`config.mk`:
```
export PLATFORM = sky130hd
export DESIGN_NAME = seq_gen
export DESIGN_NICKNAME = d
export VERILOG_FILES = /design/src/rtl/seq_gen_pkg.sv /design/src/rtl/seq_shreg.sv /design/src/rtl/seq_gen.sv
export SDC_FILE = /design/constraint.sdc
export NUM_CORES = 1
export LEC_CHECK = 0
export ABC_CLOCK_PERIOD_IN_PS = 6100
export CORE_ASPECT_RATIO = 0.7
export CORE_MARGIN = 2
export CORE_UTILIZATION = 40
export DETAILED_ROUTE_END_ITERATION = 10
export RECOVER_POWER = 50
export SLEW_MARGIN = 40
export SYNTH_ARGS = -nofsm -noshare
export SYNTH_HDL_FRONTEND = slang
export SYNTH_HIERARCHICAL = 1
export SYNTH_SLANG_ARGS = --single-unit
```
`constraint.sdc`:
```
create_clock -name clk -period 6.1 [get_ports clk]
set_input_delay 0.915 -clock clk [delete_from_list [all_inputs] [get_ports clk]]
set_output_delay 0.915 -clock clk [all_outputs]
set_load 0.1 [all_outputs]
```
`src/rtl/seq_gen_pkg.sv`:
```
// Shared types and constants for the seq_gen serial pattern transmitter.
// Holds the FSM state encoding, default sizing and the length clamp helper.
package seq_gen_pkg;

   localparam int STATE_W    = 32'd2;
   localparam int MAXLEN_DEF = 32'd16;
   localparam int LW_DEF     = 32'd5;
   localparam int RW_DEF     = 32'd4;

   typedef enum logic [STATE_W-1:0] {
      IDLE = 2'd0,
      SEND = 2'd1,
      GAP  = 2'd2
   } state_t;

   function automatic int unsigned clamp_len(input int unsigned len_v, input int unsigned max_v);
      if (len_v > max_v) begin
         clamp_len = max_v;
      end else begin
         clamp_len = len_v;
      end
   endfunction

endpackage

```
`src/rtl/seq_shreg.sv`:
```
// Loadable MSB-first shift register; sout always shows the current top bit.
module seq_shreg
   import seq_gen_pkg::*;
#(
   parameter int W = MAXLEN_DEF
) (
   input  logic         clk,
   input  logic         clr,
   input  logic         load,
   input  logic         shift,
   input  logic [W-1:0] d,
   output logic         sout
);

   logic [W-1:0] sr_r;

   // Shift register storage: load wins over shift
   always_ff @(posedge clk) begin
      if (clr) begin
         sr_r <= '0;
      end else if (load) begin
         sr_r <= d;
      end else if (shift) begin
         sr_r <= {sr_r[W-2:0], 1'b0};
      end else begin
         sr_r <= sr_r;
      end
   end

   assign sout = sr_r[W-1];

endmodule

```
`src/rtl/seq_gen.sv`:
```
// Serial pattern transmitter: sends a captured pattern MSB-first with an
// optional repeat count and idle gap between repetitions.
module seq_gen
   import seq_gen_pkg::*;
#(
   parameter int MAXLEN = MAXLEN_DEF,
   parameter int LW     = LW_DEF,
   parameter int RW     = RW_DEF
) (
   input  logic              clk,
   input  logic              clr,
   input  logic              start,
   input  logic [MAXLEN-1:0] pattern,
   input  logic [LW-1:0]     len,
   input  logic [RW-1:0]     reps,
   input  logic [RW-1:0]     gap,
   output logic              x,
   output logic              xvalid,
   output logic              busy,
   output logic              done
);

   localparam logic [LW-1:0] LEN_ONE = LW'(1'b1);
   localparam logic [LW-1:0] LEN_MAX = LW'(MAXLEN);
   localparam logic [RW-1:0] REP_ONE = RW'(1'b1);

   state_t            state_r, state_nx_s;
   logic [MAXLEN-1:0] pat_r, pat_in_s, ld_data_s, sh_d_s;
   logic [LW-1:0]     len_r, len_in_s, shamt_s, idx_r, idx_nx_s;
   logic [RW-1:0]     reps_r, reps_in_s, gap_r, rep_r, rep_nx_s, gcnt_r, gcnt_nx_s;
   logic              capture_s, load_s, shift_s, sout_s;
   logic              x_nx_s, xvalid_nx_s, busy_nx_s, done_nx_s;
   logic              x_r, xvalid_r, busy_r, done_r;

   // Input conditioning: clamp length, map reps=0 to 1, left-align pattern
   always_comb begin
      len_in_s = LW'(clamp_len(32'(len), 32'(MAXLEN)));
      if (reps == {RW{1'b0}}) begin
         reps_in_s = REP_ONE;
      end else begin
         reps_in_s = reps;
      end
      shamt_s  = LEN_MAX - len_in_s;
      pat_in_s = pattern << shamt_s;
   end

   // The register already holds the bit after the one presented on a load
   assign sh_d_s = {ld_data_s[MAXLEN-2:0], 1'b0};

   seq_shreg #(.W(MAXLEN)) u_shreg (
      .clk   (clk),
      .clr   (clr),
      .load  (load_s),
      .shift (shift_s),
      .d     (sh_d_s),
      .sout  (sout_s)
   );

   // Next-state and next-output logic; outputs describe the following cycle
   always_comb begin
      state_nx_s  = state_r;
      idx_nx_s    = idx_r;
      rep_nx_s    = rep_r;
      gcnt_nx_s   = gcnt_r;
      capture_s   = 1'b0;
      load_s      = 1'b0;
      shift_s     = 1'b0;
      ld_data_s   = pat_r;
      x_nx_s      = 1'b0;
      xvalid_nx_s = 1'b0;
      busy_nx_s   = 1'b0;
      done_nx_s   = 1'b0;
      case (state_r)
         IDLE: begin
            if (start) begin
               capture_s = 1'b1;
               if (len_in_s != {LW{1'b0}}) begin
                  state_nx_s  = SEND;
                  idx_nx_s    = len_in_s - LEN_ONE;
                  rep_nx_s    = REP_ONE;
                  load_s      = 1'b1;
                  ld_data_s   = pat_in_s;
                  x_nx_s      = pat_in_s[MAXLEN-1];
                  xvalid_nx_s = 1'b1;
                  busy_nx_s   = 1'b1;
               end else begin
                  done_nx_s = 1'b1;
               end
            end else begin
               state_nx_s = IDLE;
            end
         end
         SEND: begin
            if (idx_r != {LW{1'b0}}) begin
               idx_nx_s    = idx_r - LEN_ONE;
               shift_s     = 1'b1;
               x_nx_s      = sout_s;
               xvalid_nx_s = 1'b1;
               busy_nx_s   = 1'b1;
            end else if (rep_r == reps_r) begin
               state_nx_s = IDLE;
               done_nx_s  = 1'b1;
            end else if (gap_r != {RW{1'b0}}) begin
               state_nx_s = GAP;
               gcnt_nx_s  = gap_r;
               busy_nx_s  = 1'b1;
            end else begin
               idx_nx_s    = len_r - LEN_ONE;
               rep_nx_s    = rep_r + REP_ONE;
               load_s      = 1'b1;
               x_nx_s      = pat_r[MAXLEN-1];
               xvalid_nx_s = 1'b1;
               busy_nx_s   = 1'b1;
            end
         end
         GAP: begin
            busy_nx_s = 1'b1;
            if (gcnt_r == REP_ONE) begin
               state_nx_s  = SEND;
               idx_nx_s    = len_r - LEN_ONE;
               rep_nx_s    = rep_r + REP_ONE;
               load_s      = 1'b1;
               x_nx_s      = pat_r[MAXLEN-1];
               xvalid_nx_s = 1'b1;
            end else begin
               gcnt_nx_s = gcnt_r - REP_ONE;
            end
         end
         default: begin
            state_nx_s = IDLE;
         end
      endcase
   end

   // State, counters, captured transfer parameters and registered outputs
   always_ff @(posedge clk) begin
      if (clr) begin
         state_r  <= IDLE;
         idx_r    <= '0;
         rep_r    <= '0;
         gcnt_r   <= '0;
         pat_r    <= '0;
         len_r    <= '0;
         reps_r   <= '0;
         gap_r    <= '0;
         x_r      <= 1'b0;
         xvalid_r <= 1'b0;
         busy_r   <= 1'b0;
         done_r   <= 1'b0;
      end else begin
         state_r  <= state_nx_s;
         idx_r    <= idx_nx_s;
         rep_r    <= rep_nx_s;
         gcnt_r   <= gcnt_nx_s;
         x_r      <= x_nx_s;
         xvalid_r <= xvalid_nx_s;
         busy_r   <= busy_nx_s;
         done_r   <= done_nx_s;
         if (capture_s) begin
            pat_r  <= pat_in_s;
            len_r  <= len_in_s;
            reps_r <= reps_in_s;
            gap_r  <= gap;
         end else begin
            pat_r  <= pat_r;
            len_r  <= len_r;
            reps_r <= reps_r;
            gap_r  <= gap_r;
         end
      end
   end

   assign x      = x_r;
   assign xvalid = xvalid_r;
   assign busy   = busy_r;
   assign done   = done_r;

endmodule

```
==> results.md <==
- Status: finished clean
- Die H: 90.11 um
- Min-Delay Path Class: flip-flop to flip-flop
- Largest fanout on the critical path: 22
- Non-Filler Instances: 680
- Cell Area, Synth: 4237 um2
- Max Transition Viols Final: 0
- Post-DP HPWL: 8237 um
- P&R area growth vs syn: 15.45%
- Post-Place Cells: 664
- Post-CTS setup buffers: 0
- RSZ-0062 raised after global routing: false
- Avg WL per Cell: 17.16 um
- Vias in the first global route: 3,724
- PwrDens: 408.6 nW/um2
- DRC viols: 0
- Cell taking the most area after synthesis: dfxtp_1
- Fin crit period: 4.759 ns
- Grt ovf: 0
- Slew at the pin with the worst max-slew slack: 1.235 ns
- Diode count: 0
- Max clock buf depth: 2
- Critical path required time: 6.32 ns
- Endpoint class of the critical path: flip-flop
- Clock sink total: 64
- Synth Instances: 523
- Initial core utilization: 41.06%
- Routed Antenna Nets: 0
- CTS tree: yes
- Register bit total from synthesis: 64
- Final Cycle Share: 78.02%
- Vias: 3,911
- Top cell type's share of synthesized area: 30.24%
- Via/cell ratio: 5.751
- Worst Skew: 0.003325 ns
- Pleak: 0.001794 uW
- H-tree levels: 3
- Gpl congestion: 0.9798
- Hold_buf cts: 0
- Initial antenna violation count: 0
- CP startpoint kind: input pin
- CTS buffer count: 9
- Number of synthesized flops with an enable pin: 0
- Root Driver: clkbuf_16
- Worst setup path class: input pin to flip-flop
- Max transition margin: 17.10%
- VDD IR max: 0.0002241 V
- Layout fillers: 1,000
- Most used DFF post-synth: dfxtp_1
- Setup TNS: 0 ns
- IO Pins: 36
- Die Span X: 127.0 um
- Max Freq: 210.1 MHz
- Iter 0 DRT Violations: 375
- DR top layer: met4
- Asr flop ratio synth: 0%
- Post-CTS Resized: 0
- Die area: 11,440 um2
- GRT Util Overall: 21.14%
- Placeable Area: 10,320 um2
- Nets: 586
- Fin. Hold Viols: 0
- R2R cell count: 9
- Count leader, synth: nand2_1
- Syn Nets: 566
- # setup viols final: 0
- M1 WL: 6075 um
- Register area share after synthesis: 30.24%
- Global-route wire length before repair: 19,510 um
- Largest net degree at the start of global routing: 52
- Number of port buffers: 35
- Critical path arrival: 4.98 ns
- Detail Route met3 WL: 855 um
- Cell row count: 31
- Final wirelength: 11,670 um
- Max_cap viols: 0
- Clock slew at the register clock pins of the worst setup and hold paths: 0.06 ns
- Top post-synthesis cells by count: nand2_1, dfxtp_1, a21oi_1, mux2i_1, o21ai_0
- Initial DRT Pass Iterations: 5
- Synth top area cells: dfxtp_1, mux2i_1, nand2_1
- Layout cells sized above 1: 10.22%
- DR WL met2: 4611 um
- Syn avg cell area: 8.101 um2
- Hold Path Stages: 2
- Worst skew pair latency: 0.33 ns
- Unique masters post-synth: 72
- Yosys warnings: 6
==> layout by cell type (no fill, tap or decap), types with 8 or more instances in the layout <==
cell,n
a211oi_1,16
a21oi_1,41
clkbuf_16,9
clkdlybuf4s50_1,28
dfxtp_1,64
ha_1,11
inv_1,15
mux2_2,9
mux2i_1,39
nand2_1,75
nand3_1,20
nor2_1,23
nor2b_1,23
nor3_1,14
o21ai_0,28
xnor2_1,8
==> critical path, stage by stage <==
cell,delay [ns]
dlygate4sd3_1,0.71
nor2b_2,0.16
buf_4,0.28
inv_1,0.24
ha_1,0.38
xnor2_1,1.02
mux4_2,0.65
mux2i_1,0.21
a2111oi_0,0.16
a31o_2,0.25
==> flip-flops by register name, summed over array words and instances (netlist names), 2 cells and up <==
signal and flops:
u_shreg/sr_r 16, gap_r 4, pat_r 16, len_r 5, rep_r 4, gcnt_r 4, reps_r 4, state_r 2
idx_r 5
==> metal layers <==
metal	vias to the layer above	track usage, %
met3	10	4.940
li1	1927	-
met2	153	29.03
met1	1821	32.76
met4	0	5.220
met5	-	0
==> power by group <==
part	switching (uW)	leakage (uW)	total [uW]	internal [uW]
sequential	65.9	0.000524	581	515
combinational	579	0.00114	929	350
clock	192	0.000135	489	297
total	837	0.00179	2000	1160
==> final cells by class <==
| cell class | instances | area, um2 | share of cell area [%] |
|---|---|---|---|
| Multi-Input combinational cell | 408 | 2723 | 55.67 |
| Sequential cell | 64 | 1281 | 26.20 |
| Tap cell | 132 | 165.2 | 3.377 |
| Clock inverter | 4 | 28.78 | 0.5884 |
| Clock buffer | 12 | 256.5 | 5.244 |
| Timing Repair Buffer | 42 | 369.1 | 7.547 |
| Inverter | 18 | 67.56 | 1.381 |
==> through the flow <==
| step | hold slack, ns | setup slack, ns | instance area [um2] | power (uW) | utilization [%] |
|---|---|---|---|---|---|
| final | 0.4534 | 1.341 | 4891 | 1998 | 47.40 |
| after global routing | 0.4833 | 1.058 | 4891 | 2131 | 47.40 |
| after floorplan | 0.4353 | 2.805 | 4237 | 1313 | - |
| after global placement | 0.4451 | 1.589 | 4641 | 1506 | 44.98 |
| after detailed placement | 0.4475 | 1.521 | 4633 | 1509 | 44.91 |
| after CTS | 0.4563 | 1.839 | 4918 | 2009 | 47.67 |
==> final timing paths <==
path	from	slack, ns	endpoint
hold reg to reg	pat_r[2]	0.45	pat_r[2]
setup / recovery	len[4]	1.34	pat_r[15]
hold / removal	pat_r[2]	0.45	pat_r[2]
setup reg to reg	idx_r[1]	3.26	u_shreg/sr_r[12]
==> cell families (layout without fill, tap and decap cells) <==
| group | count (synthesis) | in the layout | share of synthesized area [%] |
|---|---|---|---|
| and+or+nand+nor | 197 | 197 | 23.24 |
| AOI/OAI and AO/OA | 136 | 136 | 21.59 |
| DFF | 64 | 64 | 30.24 |
| muxes | 52 | 52 | 13.73 |
| buffers and inverters | 51 | 76 | 5.404 |
| adders and majority gates | 11 | 11 | 3.249 |
| xor gates and xnor gates | 11 | 11 | 2.452 |
| other | 1 | 1 | 0.08852 |
No activity file was read; power rests on OpenSTA's default activity.
